--- src/rtl/fft_frame_loader.sv ---
// Streams one N-point complex frame into the FFT load port, starts it, awaits done.
// Optional watchdog on the done wait: define FFT_LOADER_TIMEOUT_EN.
module fft_frame_loader #(
  parameter int N_POINTS       = 32,
  parameter int ADDR_W         = 5,
  parameter int DATA_W         = 16,
  parameter int START_GAP      = 2,
  parameter int TIMEOUT_CYCLES = 1024
) (
  input  logic              clock,
  input  logic              reset,
  input  logic              sample_valid,
  output logic              sample_ready,
  input  logic [DATA_W-1:0] sample_real,
  input  logic [DATA_W-1:0] sample_imag,
  input  logic              abort,
  output logic [ADDR_W-1:0] LoadDataAddr,
  output logic [DATA_W-1:0] data_real_out,
  output logic [DATA_W-1:0] data_imag_out,
  output logic              LoadDataWrite,
  output logic              start_FFT,
  input  logic              FFT_done,
  output logic              frame_done,
  output logic [15:0]       frame_count,
  output logic              busy,
  output logic              timeout_flag
);

  typedef enum logic [1:0] {FILL, GAP, START, WAIT} state_t;

  state_t            state_q, state_d;
  logic [ADDR_W-1:0] cnt_q, cnt_d;
  logic [3:0]        gap_q, gap_d;
  logic              done_prev_q;
  logic              wr_q, wr_d;
  logic [ADDR_W-1:0] addr_q, addr_d;
  logic [DATA_W-1:0] re_q, re_d;
  logic [DATA_W-1:0] im_q, im_d;
  logic              start_q, start_d;
  logic              fdone_q, fdone_d;
  logic [15:0]       fcount_q, fcount_d;
  logic              busy_q, busy_d;
  logic              hs;
  logic              cmpl;

`ifdef FFT_LOADER_TIMEOUT_EN
  localparam int TW = $clog2(TIMEOUT_CYCLES + 1);
  logic [TW-1:0] wcnt_q, wcnt_d;
  logic          tflag_q, tflag_d;
`endif

  assign sample_ready = (state_q == FILL) && !abort && !reset;
  assign hs           = sample_valid && sample_ready;
  // Only a rising done edge seen inside WAIT counts as completion
  assign cmpl         = (state_q == WAIT) && FFT_done && !done_prev_q;

  always_comb begin
    state_d  = state_q;
    cnt_d    = cnt_q;
    gap_d    = gap_q;
    wr_d     = 1'b0;
    addr_d   = addr_q;
    re_d     = re_q;
    im_d     = im_q;
    start_d  = 1'b0;
    fdone_d  = 1'b0;
    fcount_d = fcount_q;
`ifdef FFT_LOADER_TIMEOUT_EN
    wcnt_d   = wcnt_q;
    tflag_d  = tflag_q;
`endif
    unique case (state_q)
      FILL: begin
        if (hs) begin
          wr_d   = 1'b1;
          addr_d = cnt_q;
          re_d   = sample_real;
          im_d   = sample_imag;
          cnt_d  = cnt_q + 1'b1;
          if (cnt_q == ADDR_W'(N_POINTS - 1)) begin
            cnt_d   = '0;
            gap_d   = '0;
            state_d = GAP;
          end
        end
      end
      GAP: begin
        gap_d = gap_q + 4'd1;
        if (gap_q == 4'(START_GAP - 1)) state_d = START;
      end
      START: begin
        start_d = 1'b1;
        state_d = WAIT;
`ifdef FFT_LOADER_TIMEOUT_EN
        wcnt_d  = '0;
`endif
      end
      WAIT: begin
        if (cmpl) begin
          fdone_d  = 1'b1;
          fcount_d = fcount_q + 16'd1;
          state_d  = FILL;
        end
`ifdef FFT_LOADER_TIMEOUT_EN
        else if (wcnt_q == TW'(TIMEOUT_CYCLES - 1)) begin
          tflag_d = 1'b1;
          state_d = FILL;
        end else begin
          wcnt_d = wcnt_q + 1'b1;
        end
`endif
      end
      default: state_d = FILL;
    endcase
    if (abort) begin
      state_d  = FILL;
      cnt_d    = '0;
      start_d  = 1'b0;
      fdone_d  = 1'b0;
      fcount_d = fcount_q;
`ifdef FFT_LOADER_TIMEOUT_EN
      tflag_d  = tflag_q;
`endif
    end
    busy_d = (state_d != FILL);
  end

  always_ff @(posedge clock) begin
    if (reset) begin
      state_q     <= FILL;
      cnt_q       <= '0;
      gap_q       <= '0;
      done_prev_q <= 1'b0;
      wr_q        <= 1'b0;
      addr_q      <= '0;
      re_q        <= '0;
      im_q        <= '0;
      start_q     <= 1'b0;
      fdone_q     <= 1'b0;
      fcount_q    <= '0;
      busy_q      <= 1'b0;
`ifdef FFT_LOADER_TIMEOUT_EN
      wcnt_q      <= '0;
      tflag_q     <= 1'b0;
`endif
    end else begin
      state_q     <= state_d;
      cnt_q       <= cnt_d;
      gap_q       <= gap_d;
      done_prev_q <= FFT_done;
      wr_q        <= wr_d;
      addr_q      <= addr_d;
      re_q        <= re_d;
      im_q        <= im_d;
      start_q     <= start_d;
      fdone_q     <= fdone_d;
      fcount_q    <= fcount_d;
      busy_q      <= busy_d;
`ifdef FFT_LOADER_TIMEOUT_EN
      wcnt_q      <= wcnt_d;
      tflag_q     <= tflag_d;
`endif
    end
  end

  assign LoadDataWrite = wr_q;
  assign LoadDataAddr  = addr_q;
  assign data_real_out = re_q;
  assign data_imag_out = im_q;
  assign start_FFT     = start_q;
  assign frame_done    = fdone_q;
  assign frame_count   = fcount_q;
  assign busy          = busy_q;
`ifdef FFT_LOADER_TIMEOUT_EN
  assign timeout_flag  = tflag_q;
`else
  assign timeout_flag  = 1'b0;
`endif

endmodule

--- config.mk ---
export PLATFORM = sky130hd
export DESIGN_NAME = fft_frame_loader
export DESIGN_NICKNAME = d
export VERILOG_FILES = /design/src/rtl/fft_frame_loader.sv
export SDC_FILE = /design/constraint.sdc
export NUM_CORES = 1
export LEC_CHECK = 0
export CAP_MARGIN = 20
export CORE_UTILIZATION = 45
export CTS_CLUSTER_DIAMETER = 100
export DETAILED_ROUTE_END_ITERATION = 7
export PLACE_DENSITY = 0.8
export SKIP_CTS_REPAIR_TIMING = 1
export SLEW_MARGIN = 0
export SYNTH_ARGS = -nofsm -noshare
export SYNTH_HDL_FRONTEND = slang
export SYNTH_SLANG_ARGS = --single-unit
--- constraint.sdc ---
create_clock -name clock -period 4.15 [get_ports clock]
set_clock_uncertainty 0.1 [all_clocks]
set_input_delay 0.83 -clock clock [delete_from_list [all_inputs] [get_ports clock]]
set_output_delay 0.83 -clock clock [all_outputs]
set_load 0.05 [all_outputs]
==> results by group <==
Clocking
  • CTS buffer count: 9
  • Longest Clk Path Bufs: 2
  • Htree depth: 3
  • Clock transition at the registers of the reported paths: 0.06 ns
  • CTS tree: done
  • Clock Root Buffer: clkbuf_8
  • Clk Latency, worst-skew pair: 0.32 ns
  • Num Clock Sinks: 69

Synthesis
  • Simple-Gate Fraction of Synth Area: 26.6%
  • XOR/XNOR Fraction of Synth Area: 2.52%
  • Synth cell types: 45
  • Synth Area in Adders: 2.25%
  • Seq cells post-synth: 69
  • Sequential fraction of the synthesis area: 49.7%
  • Area leader, netlist: dfxtp_1
  • Commonest cells post-synth: 82 x nand2_1, 69 x dfxtp_1, 48 x a21oi_1, 18 x nor2_1
  • Syn Nets: 367
  • Multiplexer share of the synthesized area: 1.17%
  • Post-synth EDFFs: 0
  • Main combinational cell family by area after synthesis: simple AND/OR/NAND/NOR gates
  • Synthesized area: 2780 µm²
  • Most common cell in the synthesized netlist: nand2_1
  • Synth Area in Compound Gates: 12.6%
  • Ys Warns: 0
  • Top_reg_cell synth: dfxtp_1
  • Fraction of registers with async set or reset after synthesis: 0%
  • Syn avg cell area: 8.55 µm²
  • Synth top area share: 49.7%
  • Area contributors post-synth: dfxtp_1 50%, nand2_1 11%, a21oi_1 8.6%
  • Cells after Synth: 325

Route
  • Number of detailed-route iterations in the first pass: 4
  • Post-DRT Antenna Nets: 0
  • Detailed Route Iter0 Violations: 126
  • Avg WL per Cell: 12.6 µm
  • DRC violations left: 0
  • Vias per Instance: 5.05
  • Via Count: 2485
  • Post-Route WL: 6.21 mm

Power and ir drop
  • Int Power: 0.000960 W
  • Clock power frac: 35.5%
  • Power density cells: 328 nW/µm²
  • Sw Pwr: 0.000307 W
  • Pleak: 1.36 nW
  • Worst IR Drop VDD: 200 µV
  • Combinational group share of total power: 10.8%
  • Reg power frac: 53.7%
  • Switching Share: 24.2%

Worst hold path
  • Hold depth: 2
  • Hold path endpoint: data_real_out[13]$_SDFFE_PP0P_
  • Class of the worst hold path: reg -> reg
  • Hold_sp: data_real_out[13]$_SDFFE_PP0P_

Timing
  • RSZ-0062 raised after global routing: false
  • Part of the cycle the worst path needs: 85.5%
  • Setup violations, final: 0
  • Final hold vios: 0
  • Worst slew margin: 57.8%
  • Minimum clock period: 3.55 ns
  • Slew Viols, Final: 0
  • Setup TNS: 0 ns
  • Fmax: 282 MHz
  • Worst Tran Pin Value: 0.633 ns

Die
  • Core ar.: 5920 µm²
  • Io pins: 96
  • Starting Density: 46.9%
  • DIE HEIGHT: 80.6 µm
  • Num rows: 28
  • Die area: 6490 µm²
  • Die X: 80.6 µm

Critical path
  • Worst Reg-to-Reg Cells: 5
  • CP arrival: 2.62 ns
  • Worst Setup SP: abort
  • Reg2reg setup slack: 2.07 ns
  • Setup crit start kind: input pin
  • FF-to-FF End: cnt_q[2]$_SDFFE_PP0P_
  • Worst path required time: 3.22 ns
  • Crit Path Max Fanout: 9
  • Reg-to-reg critical path startpoint: state_q[1]$_SDFF_PP0_
  • Worst setup EP type: primary output
  • WS Path Type: in -> out

Placement
  • GPL Wtd Cong: 0.776
  • # port buffers: 94
  • Placed Instances: 477
  • Final HPWL DP: 4.26 mm

Layout
  • Fillers: 516
  • P&R area growth vs syn: 39.1%
  • # diodes: 0
  • Share of layout cells above drive strength 1: 6.00%
  • Non-Filler Instances: 492
  • # nets final: 455

GRT
  • Antenna violations before repair: 0
  • Global-route usage over all layers: 19.8%
  • First-pass GRT wire length: 10.0 mm
  • Gr ovfl total: 0
  • Largest net degree at the start of global routing: 64
  • Vias in the first global route: 2242

Run
  • Max_cap viols: 0

Outcome
  • Run status: finished, final reports clean
==> layer usage <==
metal  vias to the layer above  wire length [µm]  track usage, %
met2                        68              2930            32.7
met4                         0               108            8.93
met3                         9               395            4.32
met5                         -                 0               0
li1                       1269                 -               -
met1                      1139              2770            24.4
==> placed cells by master, fill, tap and decap left out, drive strengths merged, types with 2 or more instances in the layout <==
cell type,count
nor4,2
nor2b,6
clkbuf,13
o21ai,8
xor2,4
dfxtp,69
clkinv,3
and4b,2
and4,2
mux2,2
nand2b,2
buf,3
clkdlybuf4s50,93
nor2,18
nand3b,2
nor3b,2
a211oi,2
nor3,3
or3,5
a21oi,48
or2,2
nand4,6
and3,3
inv,3
and3b,2
nand3,9
ha,5
nand2,83
xnor2,4
==> worst max-delay path: stages <==
cell and delay [ns]:
clkdlybuf4s50_1 0.55, nor4_4 0.35, clkdlybuf4s50_1 0.89
==> cells by family after synthesis <==
logic type                 Yosys count
buffers and inverters               23
AOI/OAI and AO/OA                   65
and+or+nand+nor                    151
DFF                                 69
xor gates and xnor gates             8
muxes                                3
adders and majority gates            5
other                                1
==> sequential cells by signal, indices dropped and copies added (netlist names), 2 cells and up <==
register	cells
frame_count	16
cnt_q	5
data_imag_out	16
state_q	2
data_real_out	16
LoadDataAddr	5
gap_q	4
==> stage by stage <==
stage | area, µm² | total power (W) | utilization, % | setup slack [ns] | hold WS (ns)
finish | 3860 | 0.00127 | 65.3 | 0.600 | 0.353
global route | 3860 | 0.00133 | 65.3 | 0.519 | 0.370
CTS | 3860 | 0.00128 | 65.3 | 0.587 | 0.355
detailed placement | 3700 | 0.000832 | 62.6 | 0.590 | 0.346
global placement | 3700 | 0.000831 | 62.6 | 0.618 | 0.341
floorplan | 2780 | 0.000772 | - | 1.61 | 0.349
==> power groups by stage <==
stage	Combinational, W	Clock, W	Sequential [W]
6_report	0.000137	0.000450	0.000680
5_1_grt	0.000146	0.000501	0.000681
4_1_cts	0.000138	0.000464	0.000680
3_5_place_dp	0.000138	0	0.000695
3_3_place_gp	0.000137	0	0.000694
2_1_floorplan	0.0000399	0	0.000732
==> final cells by class <==
| type | count | area (µm²) | area share [%] |
|---|---|---|---|
| Clock buffer | 13 | 149 | 3.85 |
| Clock inverter | 2 | 10.0 | 0.259 |
| Inverter | 4 | 20.0 | 0.518 |
| Multi-Input combinational cell | 233 | 1260 | 32.6 |
| Sequential cell | 69 | 1380 | 35.8 |
| Tap cell | 75 | 93.8 | 2.43 |
| Timing Repair Buffer | 96 | 951 | 24.6 |
==> worst max path at each step <==
stage / end / slack, ns
floorplan: sample_ready / 1.61
global placement: sample_ready / 0.62
detailed placement: sample_ready / 0.59
CTS: sample_ready / 0.59
global route: sample_ready / 0.52
finish: sample_ready / 0.60
No activity file was read; power rests on OpenSTA's default activity.
